File: config.mk
export PLATFORM = sky130hd
export DESIGN_NAME = cnt_sched
export DESIGN_NICKNAME = d
export VERILOG_FILES = /design/src/rtl/cnt_sched_pkg.sv /design/src/rtl/rr_arbiter.sv /design/src/rtl/cnt_sched.sv
export SDC_FILE = /design/constraint.sdc
export NUM_CORES = 1
export LEC_CHECK = 0
export BUFFER_PORTS_ARGS = -buffer_cell sky130_fd_sc_hd__buf_2
export CAP_MARGIN = 20
export CORE_ASPECT_RATIO = 1.25
export CORE_MARGIN = 4
export CORE_UTILIZATION = 45
export CTS_BUF_LIST = sky130_fd_sc_hd__clkbuf_4 sky130_fd_sc_hd__clkbuf_8
export DETAILED_ROUTE_END_ITERATION = 16
export PLACE_DENSITY = 0.8
export SYNTH_ARGS = -nofsm -noshare
export SYNTH_HDL_FRONTEND = slang
export SYNTH_SLANG_ARGS = --single-unit
File: constraint.sdc
create_clock -name clk_i -period 1.6 [get_ports clk_i]
set_clock_uncertainty 0.05 [all_clocks]
set_input_delay 0.16 -clock clk_i [delete_from_list [all_inputs] [get_ports clk_i]]
set_output_delay 0.16 -clock clk_i [all_outputs]
set_load 0.02 [all_outputs]
File: src/rtl/cnt_sched_pkg.sv
// cnt_sched_pkg: shared types and constants for the counter scheduler.
// This package holds the FSM state encoding, the counter width and the default terminal count.
package cnt_sched_pkg;

    localparam int unsigned         CNT_W        = 8;
    localparam logic [CNT_W-1:0]    TERMINAL_DEF = 8'd255;

    typedef enum logic [1:0] {
        IDLE = 2'd0,
        LOAD = 2'd1,
        RUN  = 2'd2
    } state_e;

endpackage

File: src/rtl/rr_arbiter.sv
// rr_arbiter: combinational round-robin pick.
// It returns the lowest requester index at or after ptr_i, wrapping modulo NREQ.
// The caller owns the pointer register.
module rr_arbiter
    import cnt_sched_pkg::*;
#(
    parameter int unsigned NREQ = 2,
    parameter int unsigned PW   = (NREQ > 1) ? $clog2(NREQ) : 1
) (
    input  logic [NREQ-1:0] req_i,
    input  logic [PW-1:0]   ptr_i,
    output logic [NREQ-1:0] gnt_o,
    output logic [PW-1:0]   win_o
);

    logic          found;
    logic [PW-1:0] idx;

    // Scan from the pointer upward and take the first active request.
    always_comb begin
        gnt_o = '0;
        win_o = '0;
        found = 1'b0;
        idx   = '0;
        for (int unsigned i = 0; i < NREQ; i++) begin
            idx = PW'((32'(ptr_i) + i) % NREQ);
            if (!found && req_i[idx]) begin
                found      = 1'b1;
                gnt_o[idx] = 1'b1;
                win_o      = idx;
            end
        end
    end

endmodule

File: src/rtl/cnt_sched.sv
// cnt_sched: round-robin scheduler that shares one 8-bit loadable counter
// among NREQ requesters. It loads the winner's start value into the counter,
// waits for TERMINAL and then pulses done to the owner.
// When CNT_SCHED_WDOG_EN is defined, a stall watchdog aborts a run whose count
// stops changing for WDOG_CYC cycles. The abort is signalled on err_o.
module cnt_sched
    import cnt_sched_pkg::*;
#(
    parameter int unsigned      NREQ     = 2,
    parameter logic [CNT_W-1:0] TERMINAL = TERMINAL_DEF,
    parameter int unsigned      WDOG_CYC = 16
) (
    input  logic                  clk_i,
    input  logic                  reset_n,
    input  logic [NREQ-1:0]       req_i,
    input  logic [CNT_W*NREQ-1:0] val_i,
    output logic [NREQ-1:0]       gnt_o,
    output logic [NREQ-1:0]       done_o,
    output logic [NREQ-1:0]       err_o,
    output logic                  busy_o,
    output logic                  set_n_o,
    output logic [CNT_W-1:0]      load_o,
    input  logic [CNT_W-1:0]      count_i
);

    localparam int unsigned PW = (NREQ > 1) ? $clog2(NREQ) : 1;

    state_e           state_q, state_d;
    logic [NREQ-1:0]  gnt_q, gnt_d;
    logic [NREQ-1:0]  done_q, done_d;
    logic             busy_q, busy_d;
    logic             set_n_q, set_n_d;
    logic [CNT_W-1:0] load_q, load_d;
    logic [PW-1:0]    owner_q, owner_d;
    logic [PW-1:0]    ptr_q, ptr_d;

    logic [NREQ-1:0]  arb_gnt;
    logic [PW-1:0]    arb_win;
    logic [CNT_W-1:0] val_a [NREQ];

    for (genvar g = 0; g < NREQ; g++) begin : g_val
        assign val_a[g] = val_i[g*CNT_W +: CNT_W];
    end

    rr_arbiter #(
        .NREQ (NREQ),
        .PW   (PW)
    ) u_arb (
        .req_i (req_i),
        .ptr_i (ptr_q),
        .gnt_o (arb_gnt),
        .win_o (arb_win)
    );

`ifdef CNT_SCHED_WDOG_EN
    localparam int unsigned SW = $clog2(WDOG_CYC + 1);

    logic [SW-1:0]    stall_q, stall_d;
    logic [CNT_W-1:0] prev_q;
    logic [NREQ-1:0]  err_q, err_d;
`endif

    // Next-state and registered-output logic for the IDLE/LOAD/RUN sequence.
    always_comb begin
        state_d = state_q;
        gnt_d   = '0;
        done_d  = '0;
        set_n_d = 1'b1;
        load_d  = load_q;
        owner_d = owner_q;
        ptr_d   = ptr_q;
`ifdef CNT_SCHED_WDOG_EN
        err_d   = '0;
        stall_d = '0;
`endif
        case (state_q)
            IDLE: begin
                if (|req_i) begin
                    owner_d = arb_win;
                    load_d  = val_a[arb_win];
                    gnt_d   = arb_gnt;
                    set_n_d = 1'b0;
                    state_d = LOAD;
                end
            end
            LOAD: begin
                ptr_d   = (owner_q == PW'(NREQ - 1)) ? '0 : owner_q + 1'b1;
                state_d = RUN;
            end
            RUN: begin
`ifdef CNT_SCHED_WDOG_EN
                stall_d = (count_i == prev_q) ? stall_q + 1'b1 : '0;
`endif
                if (count_i == TERMINAL) begin
                    done_d[owner_q] = 1'b1;
                    state_d         = IDLE;
                end
`ifdef CNT_SCHED_WDOG_EN
                else if (stall_d == SW'(WDOG_CYC)) begin
                    err_d[owner_q] = 1'b1;
                    state_d        = IDLE;
                end
`endif
            end
            default: state_d = IDLE;
        endcase
        busy_d = (state_d != IDLE);
    end

    // State and output registers.
    always_ff @(posedge clk_i or negedge reset_n) begin
        if (!reset_n) begin
            state_q <= IDLE;
            gnt_q   <= '0;
            done_q  <= '0;
            busy_q  <= 1'b0;
            set_n_q <= 1'b1;
            load_q  <= '0;
            owner_q <= '0;
            ptr_q   <= '0;
        end else begin
            state_q <= state_d;
            gnt_q   <= gnt_d;
            done_q  <= done_d;
            busy_q  <= busy_d;
            set_n_q <= set_n_d;
            load_q  <= load_d;
            owner_q <= owner_d;
            ptr_q   <= ptr_d;
        end
    end

`ifdef CNT_SCHED_WDOG_EN
    // Stall watchdog registers. prev_q tracks every cycle so the first RUN cycle compares against the count seen during LOAD.
    always_ff @(posedge clk_i or negedge reset_n) begin
        if (!reset_n) begin
            stall_q <= '0;
            prev_q  <= '0;
            err_q   <= '0;
        end else begin
            stall_q <= stall_d;
            prev_q  <= count_i;
            err_q   <= err_d;
        end
    end

    assign err_o = err_q;
`else
    assign err_o = '0;
`endif

    assign gnt_o   = gnt_q;
    assign done_o  = done_q;
    assign busy_o  = busy_q;
    assign set_n_o = set_n_q;
    assign load_o  = load_q;

endmodule
Yosys cells after proc, flatten, opt, wreduce, memory -nomap -nowiden
Index checks and enable logic that the tools add are counted.
- divide/modulo/power cells: 0
- eq/ne operators: 3
- $mul: 0
- add/subtract/negate cells: 2
- shift-type cells: 0
- reductions and logical operators: 9
- muxes and demuxes: 28
- bitwise gates (word level): 2
- order comparisons: 7
- operator list (kind ; count):
    $mux 8 ; 3
    $mux 2 ; 8
    $mux 1 ; 13
    $eq 8x8->1 const B ; 1
    $lt 1x2->1 const B ; 3
    $pmux 2 s3 ; 1
    $logic_and 1x1->1 ; 4
    $demux 1 s1 ; 3
    $ge 1x1->1 const B ; 3
    $add 1x1->1 const B ; 2
    $eq 2x1->1 const B ; 1
    $eq 2x2->1 const B ; 1
    $ge 2x2->1 const B ; 1
    $logic_not 2->1 ; 1
    $not 1->2 ; 1
    $or 2x2->2 ; 1
    $reduce_and 2->1 ; 1
    $reduce_bool 2->1 ; 1
    $reduce_or 2->1 ; 1
    $logic_not 1->1 ; 1
- bits in latches: 0
- input bits: 28
- register bits after elaboration: 18
- output and inout bits: 16
- memories: 0
- bits in read-only memories: 0
- bits in writable memories: 0
- word-level logic and storage cells: 59

Longest topological paths before layout
Gate-level depths: netlist of run 1.
- depth after elaboration: 10
- gate-level depth with buffers: 5
- mapped depth without buffers: 4

Cells and area by module
A second synthesis of run 1 with hierarchy kept.
- cells, all modules: 61
- area total of the unflattened synthesis: 835.8 um^2
- modules (own cells, without submodules) (module ; times used ; cells each ; area an instance (um^2)):
    cnt_sched ; 1 ; 57 ; 805.8
    rr_arbiter ; 1 ; 4 ; 30.0

Least setup slack after synthesis of run 1
No wires, ideal clock.
- path kind: register to register
- from: register ptr_q
- to: register owner_q
- clock period less this slack: 1151 ps
- cell stages (with the launch flop): 5
- setup time: 118 ps
- path slack: 449 ps
- arrival time: 983 ps
- path buffers: 1
- cells stage by stage: dfrtp_1 > nand2b_1 > buf_2 > and3_4 > a21o_1
- longest elaborated chain between the ends: 6
- elaborated cells on any way between the ends: 10
- those cells by class: 1 x add/sub; 7 x mux; 2 x reduce/logical
- ends and longest elaborated chain (item ; line ; RTL):
    from (decl) ; cnt_sched.sv:35 ; logic [PW-1:0] ptr_q, ptr_d;
    from (signal assigned) ; cnt_sched.sv:129 ; ptr_q <= ptr_d;
    $mux 1 (implied by the code) (2 in series) ; rr_arbiter.sv:27 ; if (!found && req_i[idx]) begin
    $mux 1 ; rr_arbiter.sv:27 ;
    $logic_not 1->1 ; rr_arbiter.sv:27 ;
    $logic_and 1x1->1 ; rr_arbiter.sv:27 ;
    $mux 1 * ; rr_arbiter.sv:27 ;
    to (signal assigned) ; cnt_sched.sv:128 ; owner_q <= owner_d;
    to (decl) ; cnt_sched.sv:34 ; logic [PW-1:0] owner_q, owner_d;
Every way passes the cells marked *; elsewhere a longest branch is shown, timed or not. The select of a mux whose other input is x is not followed.
A chain may end at the register's enable or synchronous reset.

Worst setup path in the final report of run 1
Same ends and word-level chain as after synthesis.

==> impl_metrics.py, run 1 <==
metrics = {
    "clock_network": {
        "path_clk_slew_ps": 100,
        "clock_sinks": 18,
        "post_cts_buffers": 0,
        "cts.root.buffer_cell": "clkbuf_4",
        "cts_buffers": 3,
        "cts_max_level": 1,
        "post_cts_resized": 0,
        "insertion_delay_ps": 280,
        "cts_tree": "yes",
        "cts_buffer_depth": 2,
        "ctsHoldBuffers": 1,
    },
    "outcome": {
        "status": "completed",
    },
    "synthesis": {
        "synthesis.area_um2": 828.3,
        "ys_seq_area_share_pct": 54.53,
        "synthMuxAreaShare_pct": 0,
        "synth_xor_area_share_pct": 0,
        "yosys_register_bits": 18,
        "synth-simple-area-share_pct": 19.79,
        "avgSynthCellArea_um2": 10.35,
        "synth_adder_area_share_pct": 0,
        "synth_compound_area_share_pct": 18.43,
        "yosys_warnings": 0,
        "synth_cell_types": 26,
        "synth_top_family_by_area": "simple AND/OR/NAND/NOR gates",
        "syn_inst": 80,
    },
    "setup_path": {
        "path_cells": "nand2b_1, and3_4, a21o_1",
        "cp_max_fo": 9,
        "timing.rr.start": "ptr_q",
        "arrival_ps": 1410,
        "r2r-end": "owner_q",
        "r2r_cells": 3,
        "end_kind": "flip-flop",
        "critPathMaxStageDelay_ps": 430,
        "critPathKind": "reg2reg",
        "crit_path_top_delay_cell": "dfrtp_1",
        "r2r_setup_slack_ps": 310,
        "cp.required_ps": 1720,
        "cp-start-kind": "flip-flop",
    },
    "cells_and_area": {
        "final_layout_size_suffix_gt1_share_pct": 42.15,
        "syn_to_final_growth_pct": 27.34,
        "finalNetCount": 150,
        "antenna_cells": 0,
        "final_cells": 140,
    },
    "power": {
        "swShare_pct": 42.33,
        "p_int_mw": 1.080,
        "p_leak_nw": 0.5198,
        "p_switching_mw": 0.7930,
        "p_seq_share_pct": 41.6,
        "pwr-share-comb_pct": 45.6,
        "peakVddDrop_mv": 0.8889,
        "p_per_area_mw_per_mm2": 1776,
        "power_frac_clock_pct": 12.9,
    },
    "floorplan": {
        "dieArea_mm2": 0.002595,
        "coreArea_mm2": 0.001765,
        "start_util_pct": 46.92,
        "die_h_um": 55.97,
        "die_x_um": 46.38,
        "rows": 17,
        "io_pins": 44,
    },
    "timing": {
        "rsz0062_at_grt": "false",
        "finalSetupViolCount": 0,
        "slew_violations": 0,
        "timing_hold_violations_final": 0,
        "setup-tns-final_ps": 0,
        "post-route-period-util_pct": 80.35,
        "fmax_mhz": 777.8,
        "period_needed_ps": 1286,
    },
    "placement": {
        "post-dp-hpwl_um": 1469,
        "numPortBuffers": 41,
        "gp_congestion": 0.7735,
        "place_inst": 135,
    },
    "routing": {
        "drt-initial-drc-count": 2,
        "wl_per_cell_um": 13.46,
        "drt-vias-per-instance": 5.414,
        "routed-via-count": 758,
        "drt_pass1_iterations": 4,
        "drc": 0,
        "antenna_left": 0,
        "routed_wirelength_um": 1884,
    },
    "global_routing": {
        "antenna_found_initial": 0,
        "first_global_vias": 703,
        "grt_max_degree": 19,
        "grt_pass1_wl_um": 3001,
        "overflow": 0,
        "track_usage_pct": 15.64,
    },
    "hold_path": {
        "min_path_type": "in2reg",
        "worstHoldStart": "req_i[0]",
        "holdPathEnd": "gnt_o[0]",
        "hold_depth": 3,
    },
    "run": {
        "maxCapViolCount": 0,
    },
}
area by class of cell:
| class | count | area [um2] |
|---|---|---|
| fillers | 164 | 710.7 |
| flip-flops and latches | 18 | 451.7 |
| multi-input cells | 55 | 324.1 |
| repair buffers | 42 | 215.2 |
| clock buffers | 4 | 30.03 |
| well taps | 19 | 23.77 |
| inverters | 2 | 10.01 |
logic make-up (layout without fill, tap and decap cells):
group | count (synthesis) | count (layout)
compound gates | 28 | 28
simple gates | 25 | 25
flops | 18 | 18
buf+inv | 8 | 48
other cells | 1 | 2
metrics by stage:
stage               cell area (um2)  power, mW  utilization [%]  worst slack, ps  hold slack (ps)
detailed placement             1015      1.649            57.48            349.7            56.42
global route                   1055      2.037            59.74            258.2            56.33
CTS                            1055      1.895            59.74            321.6            54.28
global placement               1015      1.630            57.48            377.4            53.86
finish                         1055      1.873            59.74            314.4            59.08
floorplan                     832.0      1.404                -            449.2           -185.6
cells in the mapped netlist:
library cell / number / area share, %
a21o_1: 1 / 0.91
a21oi_1: 9 / 5.4
a31oi_1: 8 / 6.0
and3_1: 1 / 0.76
and3_4: 1 / 1.4
buf_2: 1 / 0.60
buf_4: 2 / 1.8
buf_6: 2 / 2.7
clkbuf_1: 1 / 0.45
conb_1: 1 / 0.45
dfrtp_1: 17 / 51
dfstp_2: 1 / 3.2
inv_1: 1 / 0.45
inv_4: 1 / 0.76
nand2_1: 3 / 1.4
nand2_8: 1 / 2.4
nand2b_1: 2 / 1.5
nand3_1: 9 / 5.4
nand4_1: 2 / 1.5
nor2_1: 1 / 0.45
nor2_4: 1 / 1.4
nor2b_1: 1 / 0.76
nor2b_2: 1 / 1.1
nor4b_1: 1 / 1.1
o21ai_0: 10 / 6.0
or2_1: 1 / 0.76
registers in the layout, summed over array words and instances (netlist names):
signal	cells
ptr_q	1
done_o	2
owner_q	1
load_o	8
busy_o	1
state_q	2
gnt_o	2
set_n_o	1
worst max path at each step:
stage | depth (start not counted) | to | from | slack, ps
finish | 3 | owner_q | ptr_q | 310
global placement | 3 | owner_q | ptr_q | 380
floorplan | 4 | owner_q | ptr_q | 450
detailed placement | 3 | owner_q | ptr_q | 350
global route | 3 | owner_q | ptr_q | 260
CTS | 3 | owner_q | ptr_q | 320
metal layers:
layer,vias up,routed length [um],track usage (%),part of all wire (%)
met3,4,199,2.913,11
met5,-,0,0,0
met4,0,25,7.724,1.3
li1,367,-,-,-
met1,351,715,18.63,38
met2,36,944,25.59,50
power groups by stage:
| stage | combinational [mW] | clock [mW] | sequential, mW |
|---|---|---|---|
| final | 0.853 | 0.241 | 0.779 |
| after CTS | 0.863 | 0.249 | 0.783 |
| after global placement | 0.845 | 0 | 0.785 |
| after floorplan | 0.448 | 0 | 0.956 |
| after global routing | 0.953 | 0.273 | 0.811 |
| after detailed placement | 0.862 | 0 | 0.787 |
cells in the final DEF, fill, tap and decap left out:
cell / netlist / final
dfstp_2: 1 / 1
inv_4: 1 / 1
nand2_8: 1 / 1
nor2_4: 1 / 1
or2_1: 1 / 1
nand3_1: 9 / 9
buf_2: 1 / 41
a21oi_1: 9 / 9
nand4_1: 2 / 2
and3_1: 1 / 1
clkbuf_4: 0 / 4
nor2b_1: 1 / 1
and3_4: 1 / 1
nor2b_2: 1 / 1
dlygate4sd3_1: 0 / 1
nor4b_1: 1 / 1
a21o_1: 1 / 1
nand2_1: 3 / 3
dfrtp_1: 17 / 17
nand2b_1: 2 / 2
inv_1: 1 / 1
o21ai_0: 10 / 10
nor2_1: 1 / 1
conb_1: 1 / 2
a31oi_1: 8 / 8
worst max-delay path: cells and delay by family (launching register included):
family	cells	cell delay, ps
DFF	1	430
AOI/OAI and AO/OA	1	140
and+or+nand+nor	2	560
Power figures use the tool's default switching activity.
==> inputs of run 2 (changes only) <==
Settings changed: ABC_AREA set to 1, CORE_UTILIZATION 45 to 46, PLACE_DENSITY 0.8 to 0.81.
Clock period 1.6 ns to 1.35 ns, I/O delays scaled along.
==> impl_metrics.py, run 2 <==
metrics = {
    "routing": {
        "drt-vias-per-instance": 4.857,
        "drc": 0,
        "wl_per_cell_um": 10.87,
        "routed-via-count": 850,
        "routed_wirelength_um": 1903,
        "drt_pass1_iterations": 4,
        "antenna_left": 0,
        "drt-initial-drc-count": 8,
    },
    "cells_and_area": {
        "final_cells": 175,
        "largest_reg_flops": 8,
        "finish.instance_area_mm2": 0.001126,
        "antenna_cells": 0,
        "fillers": 175,
        "syn_to_final_growth_pct": 29.87,
        "final_layout_size_suffix_gt1_share_pct": 33.33,
        "final_common_cell": "buf_2",
        "finalNetCount": 185,
        "final_cell_mix": "41 x buf_2, 35 x nand2_1, 21 x inv_1",
    },
    "synthesis": {
        "syn_inst": 112,
        "synth_area_leaders": "dfrtp_1 49%, nand2_1 15%, nand3_1 10%, inv_1 9.1%, dfstp_2 3.0%",
        "synth.cells.most_frequent": "35 x nand2_1, 21 x inv_1, 18 x nand3_1",
        "synth_adder_area_share_pct": 0,
        "synth_xor_area_share_pct": 0,
        "avgSynthCellArea_um2": 7.742,
        "yosys_warnings": 0,
        "synth-simple-area-share_pct": 33.91,
        "ys.flop_type": "dfrtp_1",
        "synth.largest_area_cell": "dfrtp_1",
        "synth_top_area_share_pct": 49.06,
        "yosys_register_bits": 18,
        "synth_compound_area_share_pct": 2.165,
        "synthArstFlopShare_pct": 100.0,
        "synthesis.area_um2": 867.1,
        "synth_top_family_by_area": "simple AND/OR/NAND/NOR gates",
        "synth_cell_types": 17,
        "synth_edf_count": 0,
        "yosysMostFrequentCell": "nand2_1",
        "ys_seq_area_share_pct": 52.09,
        "synthMuxAreaShare_pct": 0,
    },
    "setup_path": {
        "arrival_ps": 1360,
        "cp-start-kind": "flip-flop",
        "critPathKind": "reg2reg",
        "r2r_setup_slack_ps": 170,
        "cp.required_ps": 1540,
        "cp_max_fo": 9,
        "end_kind": "flip-flop",
    },
    "power": {
        "p_seq_share_pct": 40.4,
        "p_switching_mw": 0.9685,
        "p_int_mw": 1.283,
        "p_leak_nw": 0.6938,
        "p_per_area_mw_per_mm2": 1999,
        "power_frac_clock_pct": 14.3,
        "swShare_pct": 43.02,
        "pwr-share-comb_pct": 45.3,
        "peakVddDrop_mv": 1.168,
    },
    "floorplan": {
        "dieArea_mm2": 0.002648,
        "coreArea_mm2": 0.001787,
        "start_util_pct": 48.53,
        "rows": 17,
        "die_x_um": 46.83,
        "die_h_um": 56.54,
        "io_pins": 44,
    },
    "placement": {
        "post-dp-hpwl_um": 1489,
        "gp_congestion": 0.7060,
        "numPortBuffers": 41,
        "placedInstanceArea_mm2": 0.001080,
        "post-place-ws_ps": 162.1,
        "place_inst": 170,
    },
    "global_routing": {
        "grt_pass1_wl_um": 3111,
        "overflow": 0,
        "first_global_vias": 762,
        "track_usage_pct": 15.87,
        "antenna_found_initial": 0,
        "grt_max_degree": 19,
    },
    "timing": {
        "finalSetupViolCount": 0,
        "setup-tns-final_ps": 0,
        "slew_violations": 0,
        "rsz0062_at_grt": "false",
        "postLayoutSetupSlackWorst_ps": 172.7,
        "period_needed_ps": 1177,
        "fmax_mhz": 849.4,
        "timing.slew.headroom_pct": 51.82,
        "timing_hold_violations_final": 0,
        "post-route-period-util_pct": 87.21,
        "worst_pin_slew_ps": 717.9,
        "fin_hold_ws_ps": 50.18,
    },
    "outcome": {
        "status": "completed",
    },
    "clock_network": {
        "cts.root.buffer_cell": "clkbuf_4",
        "post_cts_resized": 0,
        "cts_max_level": 1,
        "path_clk_slew_ps": 100,
        "cts_buffer_depth": 2,
        "insertion_delay_ps": 290,
        "cts_buffers": 3,
        "clock_sinks": 18,
        "cts_tree": "yes",
    },
    "run": {
        "maxCapViolCount": 0,
    },
    "hold_path": {
        "min_path_type": "in2reg",
    },
}
[run 2: cell types whose count changed after synthesis, moves of 8 or more]
cell     previous run  this run
a21oi_1             9         0
a31oi_1             8         0
inv_1               1        21
nand2_1             3        35
nand3_1             9        18
o21ai_0            10         1
[run 2: logic make-up (layout without fill, tap and decap cells)]
kind of cell | Yosys count | count (layout)
and+or+nand+nor | 66 | 66
other | 1 | 2
buffers and inverters | 24 | 67
AOI/OAI and AO/OA | 3 | 3
DFF | 18 | 18
[run 2: what timing repair did]
| item | in CTS | in global routing |
|---|---|---|
| hold buffers | 1 | 0 |
| hold endpoints to repair | 18 | 0 |
| setup buffers | 0 | 0 |
[run 2: final cells by class]
type	count	area [um2]	area share, %
repair buffers	42	215.2	19.11
inverters	21	78.83	7.000
multi-input cells	71	320.3	28.44
clock buffers	4	36.28	3.222
flip-flops and latches	18	451.7	40.11
well taps	19	23.77	2.111
[run 2: metrics by stage]
stage | power (mW) | utilization, %
floorplan | 1.613 | -
global placement | 1.912 | 60.43
detailed placement | 1.942 | 60.43
CTS | 2.269 | 63.03
global route | 2.415 | 63.03
finish | 2.251 | 63.03
[run 2: layer usage]
layer | track usage [%] | wire (um) | up-vias
met3 | 3.526 | 94 | 2
met1 | 17.04 | 722 | 406
met4 | 6.324 | 21 | 0
met2 | 28.16 | 1064 | 22
met5 | 0 | 0 | -
li1 | - | - | 420
[run 2: worst max-delay path, cell delays in order, from the launching register on]
cell,delay (ps)
dfrtp_1,410
nor2_2,120
inv_1,110
nor2_4,220
nand3_1,130
nand2_1,70
[run 2: power by group through the flow]
stage	clock network (mW)	registers (mW)	logic (mW)
2_1_floorplan	0	1.12	0.492
3_3_place_gp	0	0.911	1.00
3_5_place_dp	0	0.920	1.02
4_1_cts	0.325	0.909	1.03
5_1_grt	0.349	0.937	1.13
6_report	0.323	0.909	1.02
[run 2: path summary, 6_finish.rpt]
check                           startpoint   endpoint  cells after the start
worst max-delay path            state_q[1]  load_o[5]                      5
worst min-delay path              req_i[0]   gnt_o[0]                      3
worst max register to register  state_q[1]  load_o[5]                      5
worst min register to register   load_o[4]  load_o[4]                      2
max in group asynchronous          reset_n    set_n_o                      2
min in group asynchronous          reset_n     busy_o                      2
==> inputs of run 3 (changes only) <==
Settings changed: HOLD_SLACK_MARGIN set to 0.05, SETUP_SLACK_MARGIN set to 0.2.
==> impl_metrics.py, run 3 (same netlist as run 2, synthesis figures left out) <==
metrics = {
    "setup_path": {
        "crit_family": "simple AND/OR/NAND/NOR gates",
        "crit_buf_inv": 1,
        "cp-start-kind": "flip-flop",
        "end_kind": "flip-flop",
        "arrival_ps": 1330,
        "critPathMaxStageDelay_ps": 420,
        "cp.required_ps": 1530,
        "critPathKind": "reg2reg",
        "path_cells": "nor2_2, inv_2, nor2_4, nand3_1, nand2_1",
        "crit_path_top_delay_cell": "dfrtp_1",
        "cp_max_fo": 5,
    },
    "cells_and_area": {
        "finalNetCount": 189,
        "final_layout_size_suffix_gt1_share_pct": 35.63,
        "syn_to_final_growth_pct": 35.21,
        "final_cell_mix": "40 x buf_2, 35 x nand2_1, 20 x inv_1",
        "finish.instance_area_mm2": 0.001172,
        "multi_input_area_um2": 335.3,
        "fillers": 168,
        "register_area_um2": 451.7,
        "final_common_cell": "buf_2",
        "antenna_cells": 0,
        "largest_reg_flops": 8,
    },
    "clock_network": {
        "cts.root.buffer_cell": "clkbuf_4",
        "insertion_delay_ps": 290,
        "clock_sinks": 18,
        "cts_max_level": 1,
        "cts_tree": "yes",
        "cts_buffer_depth": 2,
        "path_clk_slew_ps": 100,
        "cts_buffers": 3,
    },
    "timing": {
        "timing_hold_violations_final": 0,
        "fmax_mhz": 875.1,
        "setup-tns-final_ps": 0,
        "slew_violations": 0,
        "period_needed_ps": 1143,
        "rsz0062_at_grt": "true",
        "post-route-period-util_pct": 84.64,
        "finalSetupViolCount": 0,
        "postLayoutSetupSlackWorst_ps": 207.3,
    },
    "run": {
        "maxCapViolCount": 0,
    },
    "outcome": {
        "status": "completed",
    },
    "floorplan": {
        "io_pins": 44,
        "coreArea_mm2": 0.001787,
        "start_util_pct": 48.53,
        "die_x_um": 46.83,
        "rows": 17,
        "die_h_um": 56.54,
        "dieArea_mm2": 0.002648,
    },
    "routing": {
        "drt-initial-drc-count": 6,
        "routed_wirelength_um": 2042,
        "antenna_left": 0,
        "routed-via-count": 876,
        "drt-vias-per-instance": 4.894,
        "wl_per_cell_um": 11.41,
        "drt_pass1_iterations": 2,
        "drc": 0,
    },
    "placement": {
        "post-dp-hpwl_um": 1489,
        "numPortBuffers": 41,
        "post-place-ws_ps": 162.1,
        "gp_congestion": 0.7060,
        "placedInstanceArea_mm2": 0.001080,
    },
    "power": {
        "p_leak_nw": 0.7134,
        "p_per_area_mw_per_mm2": 2040,
        "peakVddDrop_mv": 1.175,
    },
    "global_routing": {
        "antenna_found_initial": 0,
        "overflow": 0,
        "grt_max_degree": 19,
        "first_global_vias": 793,
        "grt_pass1_wl_um": 3249,
        "track_usage_pct": 16.68,
    },
    "hold_path": {
        "min_path_type": "in2reg",
    },
}
==> run 3: layout make-up <==
cell class,instances,area share [%]
Multi-Input combinational cell,72,28.60
Sequential cell,18,38.53
Clock buffer,4,3.095
Inverter,21,6.724
Tap cell,19,2.028
Timing Repair Buffer,45,21.02
==> run 3: final timing paths <==
check	start	to	slack [ps]	cells past startpoint
setup / recovery	state_q[0]	load_o[5]	210	5
setup reg to reg	state_q[0]	load_o[5]	210	5
hold / removal	val_i[9]	load_o[1]	90	5
min in group asynchronous	reset_n	busy_o	230	2
hold reg to reg	load_o[4]	load_o[4]	440	2
max in group asynchronous	reset_n	set_n_o	710	2
==> run 3: timing repair <==
action,4_1_cts,5_1_grt
hold endpoints to repair,19,0
hold buffers,2,0
gates cloned,1,0
setup buffers,0,2
setup endpoints to repair,8,9
resized for setup,3,2
pin swaps,1,2
==> run 3: where the power goes <==
| group | switching (mW) | leakage (nW) | internal (mW) | total (mW) |
|---|---|---|---|---|
| clock network | 0.155 | 0.0210 | 0.164 | 0.319 |
| registers | 0.132 | 0.223 | 0.784 | 0.915 |
| logic | 0.743 | 0.470 | 0.414 | 1.16 |
| total | 1.03 | 0.713 | 1.36 | 2.39 |
==> run 3: tightest hold or removal path, stage by stage <==
cell     delay, ps
buf_2           70
inv_1           30
nand2_1         50
nand3_1         60
nand2_1         60
==> run 3: layer usage <==
metal  up-vias  track usage (%)  share of wire, %
li1        430                -                 -
met3         4            3.526               4.9
met4         0            7.510               1.6
met2        22            29.51                57
met5         -                0                 0
met1       420            17.65                37
==> run 3: per-stage QoR <==
stage	total power [mW]	utilization, %	hold slack [ps]	cells
6_report	2.392	65.62	88.62	179
5_1_grt	2.550	65.62	96.29	179
4_1_cts	2.320	64.29	83.98	177
3_5_place_dp	1.942	60.43	18.93	170
3_3_place_gp	1.912	60.43	18.64	170
2_1_floorplan	1.613	-	-210.6	113
